[src/rtl/idli_pkg.sv]
// rtl/idli_pkg.sv - shared types for the idli front end and issue path
//
// Purpose: decoder op encoding, issue FIFO entry and issue FSM state types.
// Ports: none (package).
package idli_pkg;

  typedef logic [3:0] sqi_data_t;
  typedef logic [1:0] greg_t;

  typedef enum logic [3:0] {
    ALU_OP_ADD = 4'h0,
    ALU_OP_SUB = 4'h1,
    ALU_OP_AND = 4'h2,
    ALU_OP_OR  = 4'h3,
    ALU_OP_XOR = 4'h4,
    ALU_OP_SHL = 4'h5
  } alu_op_t;

  typedef enum logic [1:0] {
    RHS_SRC_REG  = 2'd0,
    RHS_SRC_IMM  = 2'd1,
    RHS_SRC_ZERO = 2'd2,
    RHS_SRC_PC   = 2'd3
  } rhs_src_t;

  typedef struct packed {
    alu_op_t  alu_op;
    greg_t    dst;
    greg_t    lhs;
    rhs_src_t rhs_src;
    greg_t    rhs;
  } op_t;

  typedef struct packed {
    op_t         op;
    logic [15:0] imm;
  } issue_ent_t;

  typedef enum logic {
    ISS_STATE_OP  = 1'b0,
    ISS_STATE_IMM = 1'b1
  } iss_state_t;

endpackage

[src/rtl/idli_issue_fifo_m.sv]
// rtl/idli_issue_fifo_m.sv - complete-instruction FIFO for the issue controller
//
// Purpose: DEPTH-entry FIFO with wrapping pointers and an occupancy count.
// Ports:
//   i_dcd_gck / i_dcd_rst_n  clock, async active-low reset
//   i_clr                    synchronous flush of pointers and count
//   i_push / i_push_ent      write an entry at the tail
//   i_pop                    drop the head entry
//   o_head                   head entry (entry 0 after reset)
//   o_count                  number of valid entries
//   o_empty                  no valid entries
module idli_issue_fifo_m
  import idli_pkg::*;
#(
  parameter int  DEPTH = 2,
  parameter type ent_t = issue_ent_t
) (
  input  logic                       i_dcd_gck,
  input  logic                       i_dcd_rst_n,
  input  logic                       i_clr,
  input  logic                       i_push,
  input  ent_t                       i_push_ent,
  input  logic                       i_pop,
  output ent_t                       o_head,
  output logic [$clog2(DEPTH):0]     o_count,
  output logic                       o_empty
);

  localparam int PW = $clog2(DEPTH);
  localparam int CW = PW + 1;

  ent_t            mem_q [DEPTH];
  logic [PW-1:0]   wr_ptr_q;
  logic [PW-1:0]   rd_ptr_q;
  logic [CW-1:0]   count_q;
  logic            full;

  assign full    = (count_q == CW'(DEPTH));
  assign o_empty = (count_q == '0);
  assign o_count = count_q;
  assign o_head  = mem_q[rd_ptr_q];

  // Power-of-two depth: pointers wrap by natural overflow.
  always_ff @(posedge i_dcd_gck or negedge i_dcd_rst_n) begin
    if (!i_dcd_rst_n) begin
      wr_ptr_q <= '0;
      rd_ptr_q <= '0;
      count_q  <= '0;
    end else if (i_clr) begin
      wr_ptr_q <= '0;
      rd_ptr_q <= '0;
      count_q  <= '0;
    end else begin
      if (i_push) wr_ptr_q <= wr_ptr_q + 1'b1;
      if (i_pop)  rd_ptr_q <= rd_ptr_q + 1'b1;
      case ({i_push, i_pop})
        2'b10:   count_q <= count_q + 1'b1;
        2'b01:   count_q <= count_q - 1'b1;
        default: count_q <= count_q;
      endcase
    end
  end

  // Storage is deliberately not reset.
  always_ff @(posedge i_dcd_gck) begin
    if (i_push && !i_clr) mem_q[wr_ptr_q] <= i_push_ent;
  end

  // Pushing while full is only legal when the head leaves in the same cycle.
  a_no_overflow: assert property (@(posedge i_dcd_gck) disable iff (!i_dcd_rst_n)
    !(i_push && full && !i_pop && !i_clr));

endmodule

[src/rtl/idli_issue_ctrl_m.sv]
// rtl/idli_issue_ctrl_m.sv - decode-to-execute issue sequencer
//
// Purpose: assembles trailing 16b immediates, buffers complete instructions,
// gates fetch on FIFO credit and flushes on execute redirect.
// Ports:
//   i_dcd_gck / i_dcd_rst_n   clock, async active-low reset
//   i_dcd_enc / i_dcd_enc_vld decoder nibble and its valid
//   i_dcd_op / i_dcd_op_vld   decoded op on its final nibble
//   i_ex_redirect             flush everything
//   o_fetch_en                fetch may begin a new instruction
//   o_iss_op/imm/vld          head instruction toward execute
//   i_iss_rdy                 execute accepts the head
module idli_issue_ctrl_m
  import idli_pkg::*;
#(
  parameter int DEPTH = 2
) (
  input  logic        i_dcd_gck,
  input  logic        i_dcd_rst_n,
  input  sqi_data_t   i_dcd_enc,
  input  logic        i_dcd_enc_vld,
  input  op_t         i_dcd_op,
  input  logic        i_dcd_op_vld,
  input  logic        i_ex_redirect,
  output logic        o_fetch_en,
  output op_t         o_iss_op,
  output logic [15:0] o_iss_imm,
  output logic        o_iss_vld,
  input  logic        i_iss_rdy
);

  localparam int CW = $clog2(DEPTH) + 1;

  iss_state_t    state_q, state_d;
  logic [1:0]    nib_q;
  op_t           pend_q;
  logic [15:0]   imm_q;
  logic          push;
  issue_ent_t    push_ent;
  logic          pop;
  issue_ent_t    head;
  logic [CW-1:0] count;
  logic          empty;
  logic          inflight;
  logic [CW:0]   credit_used;
  logic          op_has_imm;

  assign op_has_imm = i_dcd_op_vld && (i_dcd_op.rhs_src == RHS_SRC_IMM);

  always_ff @(posedge i_dcd_gck or negedge i_dcd_rst_n) begin
    if (!i_dcd_rst_n)       state_q <= ISS_STATE_OP;
    else if (i_ex_redirect) state_q <= ISS_STATE_OP;
    else                    state_q <= state_d;
  end

  always_comb begin
    state_d = state_q;
    case (state_q)
      ISS_STATE_OP:  if (op_has_imm) state_d = ISS_STATE_IMM;
      ISS_STATE_IMM: if (i_dcd_enc_vld && nib_q == 2'd3) state_d = ISS_STATE_OP;
      default:       state_d = ISS_STATE_OP;
    endcase
  end

  // A redirect drops whatever would have been pushed this cycle.
  always_comb begin
    push         = 1'b0;
    push_ent.op  = i_dcd_op;
    push_ent.imm = '0;
    case (state_q)
      ISS_STATE_OP: begin
        push = i_dcd_op_vld && !op_has_imm && !i_ex_redirect;
      end
      ISS_STATE_IMM: begin
        push_ent.op  = pend_q;
        push_ent.imm = {i_dcd_enc, imm_q[11:0]};
        push         = i_dcd_enc_vld && (nib_q == 2'd3) && !i_ex_redirect;
      end
      default: push = 1'b0;
    endcase
  end

  always_ff @(posedge i_dcd_gck or negedge i_dcd_rst_n) begin
    if (!i_dcd_rst_n)       nib_q <= '0;
    else if (i_ex_redirect) nib_q <= '0;
    else if (i_dcd_enc_vld) nib_q <= nib_q + 1'b1;
  end

  // Immediate is collected least-significant nibble first.
  always_ff @(posedge i_dcd_gck or negedge i_dcd_rst_n) begin
    if (!i_dcd_rst_n) begin
      pend_q <= '0;
      imm_q  <= '0;
    end else if (state_q == ISS_STATE_OP && op_has_imm) begin
      pend_q <= i_dcd_op;
      imm_q  <= '0;
    end else if (state_q == ISS_STATE_IMM && i_dcd_enc_vld) begin
      imm_q[{nib_q, 2'b00} +: 4] <= i_dcd_enc;
    end
  end

  assign pop = o_iss_vld && i_iss_rdy;

  idli_issue_fifo_m #(
    .DEPTH (DEPTH),
    .ent_t (issue_ent_t)
  ) u_fifo (
    .i_dcd_gck   (i_dcd_gck),
    .i_dcd_rst_n (i_dcd_rst_n),
    .i_clr       (i_ex_redirect),
    .i_push      (push),
    .i_push_ent  (push_ent),
    .i_pop       (pop),
    .o_head      (head),
    .o_count     (count),
    .o_empty     (empty)
  );

  // A partially fetched instruction already holds a credit.
  assign inflight    = (nib_q != 2'd0) || (state_q == ISS_STATE_IMM);
  assign credit_used = {1'b0, count} + {{CW{1'b0}}, inflight};
  assign o_fetch_en  = credit_used < (CW + 1)'(DEPTH);

  assign o_iss_vld = !empty;
  assign o_iss_op  = head.op;
  assign o_iss_imm = (o_iss_vld && head.op.rhs_src == RHS_SRC_IMM) ? head.imm : 16'h0000;

endmodule

[config.mk]
export PLATFORM = sky130hd
export DESIGN_NAME = idli_issue_ctrl_m
export DESIGN_NICKNAME = d
export VERILOG_FILES = /design/src/rtl/idli_pkg.sv /design/src/rtl/idli_issue_fifo_m.sv /design/src/rtl/idli_issue_ctrl_m.sv
export SDC_FILE = /design/constraint.sdc
export NUM_CORES = 1
export LEC_CHECK = 0
export ABC_CLOCK_PERIOD_IN_PS = 5100
export BUFFER_PORTS_ARGS = -buffer_cell sky130_fd_sc_hd__buf_4
export CELL_PAD_IN_SITES_DETAIL_PLACEMENT = 1
export CELL_PAD_IN_SITES_GLOBAL_PLACEMENT = 1
export CORE_ASPECT_RATIO = 1.25
export CORE_MARGIN = 2
export CORE_UTILIZATION = 45
export DETAILED_ROUTE_END_ITERATION = 10
export HOLD_SLACK_MARGIN = 0.02
export PLACE_DENSITY_LB_ADDON = 0.1
export SYNTH_ARGS = -nofsm -noshare
export SYNTH_HDL_FRONTEND = slang
export SYNTH_HIERARCHICAL = 1
export SYNTH_SLANG_ARGS = --single-unit
[constraint.sdc]
create_clock -name i_dcd_gck -period 5.1 [get_ports i_dcd_gck]
set_clock_uncertainty 0.15 [all_clocks]
set_input_delay 0.51 -clock i_dcd_gck [delete_from_list [all_inputs] [get_ports i_dcd_gck]]
set_output_delay 0.51 -clock i_dcd_gck [all_outputs]
set_load 0.05 [all_outputs]
# ---- After elaboration in Yosys (flattened, before gate mapping)
# Memories as Yosys holds them, arrays and structs flattened.
# Cells that the tools add are included.
dict set report word_totals {
  ramBits 56
  output_inout_bits 30
  inputBits 22
  memories 1
  ff_bits 35
}
# memory depth width rd rd_ports_with_merged_regs wr line
set memory_table {}
lappend memory_table {u_fifo.mem_q 2 28 1 0 1 idli_issue_fifo_m.sv:32} ;# ent_t mem_q [DEPTH];
dict set report op_classes {
  addsub 7
  n_shift 2
  magnitude_cmp 1
  n_eq_ne 5
  bitwise 1
  n_reduce_logical 21
  muxes 20
}
# cell count
set op_table {}
lappend op_table {{$mux W16} 3}
lappend op_table {{$mux W28} 1}
lappend op_table {{$bwmux W16} 1}
lappend op_table {{$shift A4 B6 Y16 const A} 1}
lappend op_table {{$shiftx A4 B6 Y16} 1}
lappend op_table {{$logic_and A1 B1 Y1} 10}
lappend op_table {{$reduce_bool A2 Y1} 5}
lappend op_table {{$mux W1} 9}
lappend op_table {{$eq A2 B1 Y1 const B} 3}
lappend op_table {{$mux W2} 3}
lappend op_table {{$neg A4 Y6} 1}
lappend op_table {{$add A2 B1 Y2 const B} 2}
lappend op_table {{$eq A2 B2 Y1 const B} 2}
lappend op_table {{$pmux W1 S2} 2}
lappend op_table {{$pmux W2 S2} 1}
lappend op_table {{$add A2 B1 Y3} 1}
lappend op_table {{$logic_not A1 Y1} 3}
lappend op_table {{$lt A3 B2 Y1 const B} 1}
lappend op_table {{$reduce_bool A3 Y1} 1}
lappend op_table {{$add A1 B1 Y1 const B} 2}
lappend op_table {{$logic_not A2 Y1} 1}
lappend op_table {{$sub A2 B1 Y2 const B} 1}
lappend op_table {{$logic_or A1 B1 Y1} 1}
lappend op_table {{$not A1 Y1} 1}

# ---- Logic depth before layout (Yosys ltp)
dict set report depth {
  ltp_word 9
  ltp_mapped 7
  depth_no_buf 6
}

# ---- Modules after synthesis
# The synthesis kept the hierarchy.
# mod instances area_per_inst_um2 cells_each
set by_module_without_submodules {}
lappend by_module_without_submodules {idli_issue_fifo_m 1 2270.9 106}
lappend by_module_without_submodules {idli_issue_ctrl_m 1 1576.5 144}

# ---- Least setup slack after synthesis
# Ideal clock, no wire load.
dict set report synth_timing {
  kind {flip-flop to flip-flop}
  from {register state_q}
  to {memory u_fifo/mem_q[0][0] (netlist name) (enable)}
  setup_ps 454
  t_arrival_ps 3309
  path_slack_ps 1186
  stages_incl_launch_ff 6
  required_ps 4496
  path_buffers 2
  cell_sequence {dfrtp_1 buf_6 clkbuf_1 nand3b_1 a21oi_1 nor3b_1}
}
dict set report synth_via {
  elab_chain_cells 5
}
# item line
set synth_rtl {}
lappend synth_rtl {{from (decl)} idli_issue_ctrl_m.sv:34} ;# iss_state_t state_q, state_d;
lappend synth_rtl {{from (signal assigned)} idli_issue_ctrl_m.sv:53} ;# else state_q <= state_d;
lappend synth_rtl {{$not A1 Y1} idli_issue_ctrl_m.sv:70} ;# case (state_q)
lappend synth_rtl {{$pmux W1 S2 *} idli_issue_ctrl_m.sv:70}
lappend synth_rtl {{named net push} idli_issue_ctrl_m.sv:38} ;# logic push;
lappend synth_rtl {{$logic_and A1 B1 Y1 *} idli_issue_fifo_m.sv:66} ;# if (i_push && !i_clr) mem_q[wr_ptr_q] <= i_push_ent;
lappend synth_rtl {{$mux W1 *} idli_issue_fifo_m.sv:66}
lappend synth_rtl {{$mux W1 (implied by the code) *} idli_issue_fifo_m.sv:66}
lappend synth_rtl {{to (decl)} idli_issue_fifo_m.sv:32}
# Mark *: on every way through the listed nets, which the timed path passes. The rest lies on a longest branch.

# ---- Final worst setup path
dict set report layout_timing {
  from {register u_fifo.rd_ptr_q}
  to {output port o_iss_imm[12]}
}
dict set report layout_via {
  elab_chain_cells 4
}
# item line
set layout_rtl {}
lappend layout_rtl {{from (decl)} idli_issue_fifo_m.sv:34} ;# logic [PW-1:0] rd_ptr_q;
lappend layout_rtl {{from (signal assigned)} idli_issue_fifo_m.sv:55} ;# if (i_pop) rd_ptr_q <= rd_ptr_q + 1'b1;
lappend layout_rtl {{$mem_v2 Z2 W28 *} -}
lappend layout_rtl {{$eq A2 B1 Y1} idli_issue_ctrl_m.sv:126} ;# assign o_iss_imm = (o_iss_vld && head.op.rhs_src == RHS_SRC_IMM) ? head.imm : 16'h0000;
lappend layout_rtl {{$logic_and A1 B1 Y1} idli_issue_ctrl_m.sv:126}
lappend layout_rtl {{$mux W16 *} idli_issue_ctrl_m.sv:126}
lappend layout_rtl {{to (decl)} idli_issue_ctrl_m.sv:27} ;# output logic [15:0] o_iss_imm,
# Every way passes the cells marked *; elsewhere a longest branch is shown, timed or not.

==> metrics.md <==
| Metric | Value |
|---|---|
| Outcome | `completed` |
| Clock Latency Late Sink | `~0.35 ns` |
| Initial antenna violation count | `0` |
| Area added between synthesis and finish | `17.9%` |
| DR top layer | `met4` |
| PwrDens | `slightly below 400 nW/um^2` |
| Critical path peak fanout | `16` |
| Post-Route M1 WL | `about 3200 um` |
| Cell area after layout | `roughly 4500 sq um` |
| CTS clk-pin slew, worst paths | `~0.080 ns` |
| Max Root-Sink Buffers | `2` |
| Placed cell area | `4320 sq um` |
| Largest net degree at the start of global routing | `32` |
| Slew HR | `0.483` |
| Sequential power share | `0.465` |
| Switching fraction of total power | `0.300` |
| Startpoint type of the worst setup path | `register` |
| Grt total ovfl | `0` |
| # clock sinks | `slightly below 90` |
| FP Rows | `37` |
| Avg Cell Area, Syn | `roughly 15 sq um` |
| Max-slew violation count | `0` |
| Drt initial violations | `67` |
| Vert. Die Dim | `about 110 um` |
| Number of global-route vias before repair | `between 2,000 and 2,500` |
| Hold crit path type | `in -> reg` |
| Comb pwr share | `0.256` |
| Ys Warns | `6` |
| # Post-CTS Setup Buffers | `0` |
| Layout Nets | `335` |
| DRC viols | `0` |
| Fillcell total | `837` |
| Antenna diodes | `0` |
| Final HPWL DP | `~4700 um` |
| Wirelength per Cell | `approximately 17 um` |
| Global-route wire length before repair | `around 12,000 um` |
| Psw | `528 uW` |
| Syn Nets | `277` |
| Seq/Total Area, Yosys | `0.639` |
| Post-route antenna net violation count | `0` |
| DR pass1 iterations | `4` |
| Routed WL | `approximately 7000 um` |
| Port Buffers | `between 50 and 60` |
| CTS Root Cell | `clkbuf_8` |
| #FFs+latches synth | `slightly below 90` |
| Final design utilization | `0.547` |
| Worst-Margin Slew | `slightly below 0.8 ns` |
| Worst EP arrival | `2.10 ns` |
| Final setup vio count | `0` |
| Lkg Pwr | `0.00180 uW` |
| Prevailing post-synth register cell | `edfxtp_1` |
| Maximum clock frequency | `around 0.36 GHz` |
| Overall routing resource usage | `0.165` |
| Worst EP required | `4.44 ns` |
| # hold bufs at CTS | `1` |
| Routed vias/inst | `~5.2` |
| Number of synthesized flops with an enable pin | `56` |
| Clk pwr share | `0.278` |
| DR WL met3 | `172 um` |
| Min Hold Slack | `between 0.2 and 0.25 ns` |
| Top Ports | `between 50 and 60` |
| Layout cells sized above 1 | `0.406` |
| Final min period | `around 2.8 ns` |
| Most common cell after layout, fill and taps aside | `buf_4` |
| Final Hold Vio Count | `0` |
| H-Tree Level Count | `3` |
| Post-synthesis cell area | `around 3800 sq um` |
| Initial Util | `0.464` |
| Netlist cell types | `32` |
| Crit. End Element | `output pin` |
| CTS tree | `built` |
| Cell internal pwr | `~1200 uW` |
| GPL Wtd Cong | `0.724` |
| Most frequent cells in the layout | `57 x buf_4, 56 x edfxtp_1, 37 x mux2_2` |
| RSZ-0062 raised after global routing | `false` |
| Post-cts resize count | `0` |
| Fin Setup TNS | `0 ns` |
| Die W | `~87 um` |
| Period Utilization, post-route | `0.540` |
| CORE AREA | `8290 sq um` |
| Tot Pwr | `~1800 uW` |
| CTS Buf Count | `9` |
| Maxcap violations | `0` |
| Met2 Wirelength | `between 3000 and 4000 um` |
| Ys async rst share | `0.356` |
| Full die area | `9310 sq um` |
| Worst Setup Path Type | `reg -> out` |
| Maximum VDD drop | `around 0.19 mV` |
| Vias | `roughly 2,100` |
| Cells after Synth | `250` |
==> flip-flops by register name, summed over array words and instances (netlist names) <==
register         flops
pend_q              12
nib_q                2
u_fifo/rd_ptr_q      1
u_fifo/wr_ptr_q      1
u_fifo/o_count       2
state_q              1
u_fifo/mem_q        56
imm_q               12
==> power by group through the flow <==
stage	registers (uW)	logic [uW]	clock network (uW)
floorplan	822	353	0
global placement	833	455	0
detailed placement	835	458	0
CTS	820	460	507
global route	826	482	533
finish	819	452	490
==> layout make-up <==
class | instances | area (sq um) | area share
tap | 97 | 121 | 0.0268
inverter | 3 | 11.3 | 0.00248
sequential | 87 | 2460 | 0.542
timing repair buffer | 58 | 438 | 0.0966
clock inverter | 4 | 51.3 | 0.0113
clock buffer | 12 | 156 | 0.0345
multi-input combinational | 149 | 1300 | 0.286
==> metrics by stage <==
stage	setup slack [ns]	std cells
5_1_grt	2.15	410
3_5_place_dp	2.70	393
6_report	2.34	410
3_3_place_gp	2.73	393
2_1_floorplan	1.19	250
4_1_cts	2.29	410
==> critical path, cell delays in order, from the launching register on <==
cell,delay [ns]
dfrtp_1,0.53
mux2_2,0.39
nor3b_1,0.21
buf_4,0.24
and2_1,0.18
buf_4,0.20
==> cells in the mapped netlist, drive strengths merged, types with 2 or more instances <==
library cell	count	area, sq um
nor3	2	10.0
ha	5	62.6
a21oi	7	35.0
nand3	8	40.0
clkbuf	3	11.3
and2	32	200
nor2b	4	25.0
buf	8	73.8
xnor2	4	35.0
mux2	50	612
nor2	7	26.3
a22o	8	70.1
nand2	5	18.8
and3b	3	27.5
edfxtp	56	1680
nand2b	2	12.5
nor3b	4	35.0
dfrtp	31	776
inv	3	11.3
==> worst paths after layout <==
| path | from | to | slack (ns) | cells past startpoint |
|---|---|---|---|---|
| max | u_fifo/rd_ptr_q | o_iss_imm[12] | 2.34 | 5 |
| min | i_dcd_op[4] | pend_q[4] | 0.25 | 2 |
| max reg2reg | nib_q[0] | u_fifo/mem_q[0][15] | 2.72 | 5 |
| min reg2reg | pend_q[2] | pend_q[2] | 0.33 | 1 |
| max in group asynchronous | i_dcd_rst_n | imm_q[3] | 4.01 | 2 |
| min in group asynchronous | i_dcd_rst_n | pend_q[1] | 0.48 | 2 |
==> layer usage <==
metal | track usage | vias up
met3 | 0.0314 | 7
met5 | 0 | -
met1 | 0.209 | 1077
met2 | 0.275 | 33
li1 | - | 1016
met4 | 0.0703 | 0
==> kinds of logic (layout without fill, tap and decap cells) <==
family | after synthesis | after routing | synth area share
DFF | 87 | 87 | 0.639
xor gates and xnor gates | 5 | 5 | 0.0114
AOI/OAI and AO/OA | 16 | 16 | 0.0286
and+or+nand+nor | 72 | 72 | 0.118
muxes | 51 | 51 | 0.162
adders and majority gates | 5 | 5 | 0.0163
buffers and inverters | 14 | 77 | 0.0250
No activity file was read; power rests on OpenSTA's default activity.
